--- config.mk ---
export PLATFORM = sky130hd
export DESIGN_NAME = lpc_io_decoder
export DESIGN_NICKNAME = d
export VERILOG_FILES = /design/src/rtl/lpc_io_decoder.sv
export SDC_FILE = /design/constraint.sdc
export NUM_CORES = 1
export LEC_CHECK = 0
export ABC_CLOCK_PERIOD_IN_PS = 1750
export BUFFER_PORTS_ARGS = -buffer_cell sky130_fd_sc_hd__clkbuf_2
export CAP_MARGIN = 20
export CORE_MARGIN = 2
export CORE_UTILIZATION = 50
export DETAILED_ROUTE_END_ITERATION = 6
export HOLD_SLACK_MARGIN = 0.08
export PLACE_DENSITY_LB_ADDON = 0.12
export SLEW_MARGIN = 20
export SYNTH_ARGS = -nofsm -noshare
export SYNTH_HDL_FRONTEND = slang
export SYNTH_SLANG_ARGS = --single-unit
--- constraint.sdc ---
create_clock -name LpcClock -period 1.75 [get_ports LpcClock]
set_clock_uncertainty 0.2 [all_clocks]
set_input_delay 0 -clock LpcClock [delete_from_list [all_inputs] [get_ports LpcClock]]
set_output_delay 0 -clock LpcClock [all_outputs]
set_load 0.1 [all_outputs]
--- src/rtl/lpc_io_decoder.sv ---
// lpc_io_decoder
//   Decodes host LPC I/O read and write cycles that fall inside a 32-byte
//   I/O window and bridges them to the CPLD register file. Writes produce
//   a register offset, a data byte and a one-clock Wr strobe. Reads return
//   the byte presented on RdData, using a zero-wait SYNC. Memory, DMA,
//   firmware and bus-master cycles are ignored and never driven.
//
// Parameters
//   BASE_ADDR : I/O window base. Bits [4:0] are ignored.
//
// Ports
//   LpcClock  in   LPC clock (33 MHz)
//   PciReset  in   asynchronous reset, active low
//   LFRAME_N  in   LPC frame, active low
//   LAD_in    in   sampled LAD bus value
//   LAD_out   out  LAD drive value (4'hF when idle)
//   LAD_oe    out  LAD output enable
//   RdData    in   register byte selected by Addr, sampled on reads
//   Addr      out  register offset {3'b000, ioaddr[4:0]}, held until next hit
//   Wr        out  one-clock write strobe
//   DataWrSW  out  write data, valid with Wr and held afterwards
module lpc_io_decoder #(
    parameter logic [15:0] BASE_ADDR = 16'h0800
) (
    input  logic       LpcClock,
    input  logic       PciReset,
    input  logic       LFRAME_N,
    input  logic [3:0] LAD_in,
    output logic [3:0] LAD_out,
    output logic       LAD_oe,
    input  logic [7:0] RdData,
    output logic [7:0] Addr,
    output logic       Wr,
    output logic [7:0] DataWrSW
);

    // Each state is named after the LPC clock it is active in:
    // CYCT=C1, ADDR=C2..C5, WDAT/RTAR=C6..C7, WTAR=C8..C9, RSYNC=C8,
    // RDLO=C9, WSYNC/RDHI=C10, TARD=C11.
    typedef enum logic [3:0] {
        IDLE, CYCT, ADDR, WDAT, WTAR, WSYNC, RTAR, RSYNC, RDLO, RDHI, TARD
    } state_t;

    state_t      state;
    logic [1:0]  nibCnt;
    logic        isWrite;
    logic [11:0] ioAddrHi;   // address nibbles collected so far
    logic [3:0]  rdHi;       // upper read nibble, sent one clock after the lower
    logic [15:0] addrNext;
    logic        addrHit;

    // Full address as it will be once the current nibble is shifted in;
    // at C5 this is the complete I/O address used for the window match.
    assign addrNext = {ioAddrHi, LAD_in};
    assign addrHit  = (addrNext[15:5] == BASE_ADDR[15:5]);

    always_ff @(posedge LpcClock or negedge PciReset) begin
        if (!PciReset) begin
            state    <= IDLE;
            nibCnt   <= 2'd0;
            isWrite  <= 1'b0;
            ioAddrHi <= 12'h000;
            rdHi     <= 4'hF;
            LAD_out  <= 4'hF;
            LAD_oe   <= 1'b0;
            Addr     <= 8'h00;
            Wr       <= 1'b0;
            DataWrSW <= 8'h00;
        end else begin
            Wr <= 1'b0;
            if (!LFRAME_N) begin
                // START or abort: release the bus from the next clock on.
                // The last START clock wins, so a held START just re-enters CYCT.
                LAD_oe  <= 1'b0;
                LAD_out <= 4'hF;
                nibCnt  <= 2'd0;
                state   <= (LAD_in == 4'h0) ? CYCT : IDLE;
            end else begin
                case (state)
                    IDLE: begin
                        LAD_oe  <= 1'b0;
                        LAD_out <= 4'hF;
                    end
                    CYCT: begin
                        nibCnt <= 2'd0;
                        if (LAD_in == 4'b0000) begin
                            isWrite <= 1'b0;
                            state   <= ADDR;
                        end else if (LAD_in == 4'b0010) begin
                            isWrite <= 1'b1;
                            state   <= ADDR;
                        end else begin
                            state <= IDLE;
                        end
                    end
                    ADDR: begin
                        ioAddrHi <= addrNext[11:0];
                        nibCnt   <= nibCnt + 2'd1;
                        if (nibCnt == 2'd3) begin
                            nibCnt <= 2'd0;
                            if (addrHit) begin
                                Addr  <= {3'b000, addrNext[4:0]};
                                state <= isWrite ? WDAT : RTAR;
                            end else begin
                                state <= IDLE;
                            end
                        end
                    end
                    WDAT: begin
                        if (nibCnt == 2'd0) begin
                            DataWrSW[3:0] <= LAD_in;
                            nibCnt        <= 2'd1;
                        end else begin
                            DataWrSW[7:4] <= LAD_in;
                            nibCnt        <= 2'd0;
                            state         <= WTAR;
                        end
                    end
                    WTAR: begin
                        if (nibCnt == 2'd0) begin
                            nibCnt <= 2'd1;
                        end else begin
                            // Strobe coincides with the ready SYNC so an abort
                            // up to and including C9 never writes.
                            nibCnt  <= 2'd0;
                            LAD_oe  <= 1'b1;
                            LAD_out <= 4'h0;
                            Wr      <= 1'b1;
                            state   <= WSYNC;
                        end
                    end
                    WSYNC: begin
                        LAD_out <= 4'hF;
                        state   <= TARD;
                    end
                    RTAR: begin
                        if (nibCnt == 2'd0) begin
                            nibCnt <= 2'd1;
                        end else begin
                            nibCnt  <= 2'd0;
                            LAD_oe  <= 1'b1;
                            LAD_out <= 4'h0;
                            state   <= RSYNC;
                        end
                    end
                    RSYNC: begin
                        LAD_out <= RdData[3:0];
                        rdHi    <= RdData[7:4];
                        state   <= RDLO;
                    end
                    RDLO: begin
                        LAD_out <= rdHi;
                        state   <= RDHI;
                    end
                    RDHI: begin
                        LAD_out <= 4'hF;
                        state   <= TARD;
                    end
                    TARD: begin
                        LAD_oe  <= 1'b0;
                        LAD_out <= 4'hF;
                        state   <= IDLE;
                    end
                    default: begin
                        LAD_oe  <= 1'b0;
                        LAD_out <= 4'hF;
                        state   <= IDLE;
                    end
                endcase
            end
        end
    end

endmodule

Word-level counts from Yosys, hierarchy flattened
Index checks and enable logic that the tools add are counted.
{ "word_totals": {"reg_bits": 42, "input_bits": 15, "out_inout_bits": 22, "wordCells": 78} }
{ "classes": {"add_sub_neg": 1, "n_eq_ne": 21, "n_mux": 26, "bitwise_logic": 1, "n_reduce_logical": 18} }
{ "ops": {"columns": ["operator", "count"], "rows": [
  ["4-bit case mux with 9 select lines", 1],
  ["4-bit two-way mux", 7],
  ["4-bit by 3-bit equality test with 1-bit output, second input constant", 4],
  ["4-bit case mux with 4 select lines", 1],
  ["3-bit inequality test, second input constant", 5],
  ["4-bit by 2-bit equality test with 1-bit output, second input constant", 3],
  ["11-bit by 7-bit equality test with 1-bit output, second input constant", 1],
  ["1-bit two-way mux", 9],
  ["3-bit AND reduction", 3],
  ["4-bit equality test, second input constant", 2],
  ["4-bit logical NOT", 2],
  ["2-bit two-way mux", 4],
  ["2-bit AND reduction", 4],
  ["7-bit OR reduction", 1],
  ["3-bit two-way mux", 2],
  ["2-bit inequality test, second input constant", 3],
  ["2-bit case mux with 3 select lines", 1],
  ["3-bit OR reduction", 2],
  ["5-bit AND reduction", 1],
  ["4-bit by 1-bit equality test with 1-bit output, second input constant", 1],
  ["4-bit by 2-bit inequality test with 1-bit output, second input constant", 1],
  ["4-bit AND reduction", 1],
  ["2-bit OR reduction", 2],
  ["2-bit by 1-bit adder with 2-bit output, second input constant", 1],
  ["other kinds (5)", 5]
]} }

Logic depth before layout (Yosys ltp)
{ "logic_depth": {"ltp_word": 5, "depth_mapped": 7, "depth_no_buf": 6} }

Least setup slack after synthesis
No wires, ideal clock.
{ "synth_timing": {"path_type": "register -> register", "startpoint": "reg nibCnt[0]", "endpoint": "reg Addr[0]", "setup_ns": 0.125, "t_arrival_ns": 1.596, "t_required_ns": 1.425, "setup_slack_ns": -0.172, "path_stages_with_launch": 5, "n_path_buf": 0, "synth_period_minus_slack_ns": 1.922, "cell_sequence": "dfrtp_1 ha_1 or4b_4 nor3_4 mux2_2"} }
{ "synth_via": {"elab_chain_len": 2} }
{ "synth_rtl": {"columns": ["item", "line", "rtl"], "rows": [
  ["from (decl)", "45", "logic [1:0] nibCnt;"],
  ["from (signal assigned)", "98", "nibCnt <= nibCnt + 2'd1;"],
  ["2-bit equality test", "99", "if (nibCnt == 2'd3) begin"],
  ["4-bit AND reduction (no source line)", null, null],
  ["to (signal assigned)", "102", "Addr <= {3'b000, addrNext[4:0]};"],
  ["to (decl)", "32", "output logic [7:0] Addr,"]
]} }
Every way passes these cells.
A chain may end at the register's enable or synchronous reset.

Worst setup path after layout
{ "layout_timing": {"startpoint": "reg nibCnt[1]", "endpoint": "reg state[0]"} }
{ "layout_via": {"elab_chain_len": 3, "elab_cells_between_ends": 7, "cone_classes": "eq/ne (5); reduce/logical (2)"} }
{ "layout_rtl": {"columns": ["item", "line", "rtl"], "rows": [
  ["2-bit equality test or 2-bit logical NOT (tied branches)", null, null],
  ["3-bit inequality test (no source line)", null, null],
  ["5-bit AND reduction (no source line) *", null, null],
  ["to (signal assigned)", "77", "state <= (LAD_in == 4'h0) ? CYCT : IDLE;"],
  ["to (signal assigned)", "103", "state <= isWrite ? WDAT : RTAR;"],
  ["to (decl)", "44", "state_t state;"]
]} }
Mark *: on every way between the ends. The rest lies on a longest branch, timed or not.

==> metrics.cfg <==
[critical_path]
path_cells=ha_2 -> buf_6 -> buf_6 -> a211o_1 -> a31oi_4 -> nor4_2 -> a211o_1
worstReg2RegStart=nibCnt[1]
regToRegSetupSlack_ns=-0.33
cp_data_arrival_time_ns=2.06
worstSetupPathType=reg2reg
endpoint_kind=register
crit_buf_inv=2
cp-start-kind=register
worst_r2r_endpoint=state[0]
path_max_fanout=3
timing.critical_path.depth=7
crit_family=compound AO/OA/AOI/OAI gates
crit_path_max_incr_delay_ns=0.42
worstRegToRegCells=7
crit_required_ns=1.73
cp_slowest_cell=dfrtp_1

[sta]
hold_violations=0
min_period_ns=2.08
fin_ws_ns=-0.329
fin_setup_tns_ns=-4.07
min_period_over_period_pct=119
finalSetupViolations=26
fmax_ghz=0.481
final_max_slew_viol_count=0
slew-limit-headroom_pct=62.2
worstMarginPinSlew_ns=0.569
rsz0062_at_grt=true

[run]
maxCapViolCount=0

[clock_network]
cts.sinks=42
cts_buffers=5
path_clk_slew_ns=0.09
cts_root_buf=clkbuf_8
worstSkewPairLatency_ns=0.31
htreeDepth=2
clk_path_buf_depth=2
cts_tree=built

[worst_hold_path]
hold_class=in2async

[detailed_routing]
drt-initial-drc-count=158
drt-vias-per-instance=5.86
wl_per_cell_um=20.7
postRouteAntennaNets=0
drc=0
dr.pass1.iters=5
vias=1887
wirelength_um=6650

[synthesis]
synth-simple-area-share_pct=17.9
yosysMostFrequentCell=dfrtp_1
yosysWarningCount=0
yosysUniqueCellTypes=45
yosys-top-cells-count=dfrtp_1 (34), mux2_2 (30), nor2_1 (9)
synth-compound-area-share_pct=10.1
netlist_area_um2=2090
synthAdderAreaFrac_pct=1.19
synth_edf_count=0
syn_inst=175
synth-main-ff-cell=dfrtp_1
synth-seq-cells=42
synthTopCellsByArea=dfrtp_1 (41%), mux2_2 (16%), dfstp_2 (10%)
synthXorXnorAreaFrac_pct=0
synth.largest_area_cell=dfrtp_1
netlist.area_leader.share_pct=40.6
muxShareOfSynthArea_pct=16.1
synth_top_family_by_area=simple AND/OR/NAND/NOR gates
synthArstFlopShare_pct=100
syn_avg_cell_area_um2=12.0
yosysSeqAreaShare_pct=50.7

[floorplan]
rows=23
fp.dieH_um=68.7
die_x_um=68.7
initial_core_util_pct=52.0
fp.dieArea_um2=4720
ios=37
core-area_um2=4030

[finish]
post-route-util_pct=80.8
layout.cells.non_filler=322
diodes=0
drive_gt1_share_pct=64.7
syn_to_final_growth_pct=55.4
design_area_um2=3260
nets=288

[grt]
antenna_found_initial=0
gr-total-overflow=0
grt_pass1_vias=1834
grt_max_degree=43
grt_pass1_wl_um=9080
grt_usage_pct=27.1

[power_and_ir_drop]
vdd_drop_max_v=0.000755
power_density_nw_per_um2=572
leakagePower_uw=0.00157

[placed_design]
dp_hpwl_um=3300
port_buffers=33
placed_cells=279
pre_cts_ws_ns=-0.282
post_dp_cell_area_um2=2510
gp_congestion=0.812

[status]
status=finished with violations
violations=setup timing

## worst register-to-register path: cells and delay by family (launching register included)
kind            cells  cell delay, ns
compound gates      3            0.82
fa+ha+maj           1            0.22
buf+inv             2            0.22
flops               1            0.42
simple gates        1            0.08
## per-layer routing
| layer | GRT usage (%) | wire length (um) | vias to the layer above |
|---|---|---|---|
| met2 | 44.6 | 3330 | 77 |
| met1 | 32.8 | 2680 | 956 |
| met5 | 0 | 0 | - |
| li1 | - | - | 824 |
| met4 | 15.7 | 328 | 0 |
| met3 | 5.68 | 312 | 30 |
## registers in the layout, indices dropped and copies added, names as in the netlist
register	count
nibCnt	2
DataWrSW	8
LAD_out	4
LAD_oe	1
state	4
isWrite	1
rdHi	4
Addr	5
Wr	1
ioAddrHi	12
## kinds of logic after synthesis
| family | Yosys count |
|---|---|
| buffers and inverters | 17 |
| muxes | 30 |
| adders and majority gates | 2 |
| other | 1 |
| AOI/OAI and AO/OA | 30 |
| DFF | 42 |
| and+or+nand+nor | 53 |
## worst max path at each step
stage	start	end
2_1_floorplan	nibCnt[0]	Addr[0]
3_3_place_gp	nibCnt[0]	Addr[3]
3_5_place_dp	ioAddrHi[10]	Addr[1]
4_1_cts	nibCnt[1]	Addr[1]
5_1_grt	nibCnt[1]	state[0]
6_report	nibCnt[1]	state[0]
## placed cells by master, fill, tap and decap left out, drive strengths merged, types with 4 or more instances in the layout
master       count
nand3b           5
clkbuf          39
a22oi            5
nand2            6
dfrtp           34
dfstp            8
mux2            30
nor2             9
nor2b            4
o21ai            5
dlygate4sd3     14
a21oi            7
buf             53
nor3             6
inv              4
## power by group
group	leakage [uW]	switching [uW]	internal (uW)
combinational	0.000975	167	71.0
sequential	0.000550	7.07	982
clock	0.0000452	353	282
## stage by stage
stage          hold slack (ns)  total power [uW]
2_1_floorplan           -0.496              1140
3_3_place_gp            -0.118              1190
3_5_place_dp            -0.106              1200
4_1_cts                  0.117              1840
5_1_grt                  0.160              1920
6_report                0.0909              1860
## repair_timing
| action | in CTS | in global routing |
|---|---|---|
| gates resized for setup | 36 | 47 |
| endpoints found under the hold margin | 70 | 0 |
| gates cloned | 1 | 0 |
| pin swaps | 14 | 18 |
| hold buffers | 14 | 0 |
| buffers inserted | 14 | 6 |
| endpoints found under the setup margin | 26 | 39 |
## final cells by class
type,count,area [um^2]
clock buffer,6,72.6
clock inverter,2,13.8
fill,211,773
inverter,4,22.5
multi-input combinational,118,1240
sequential,42,1060
tap,50,62.6
timing repair buffer,100,785
Power figures use the tool's default switching activity.
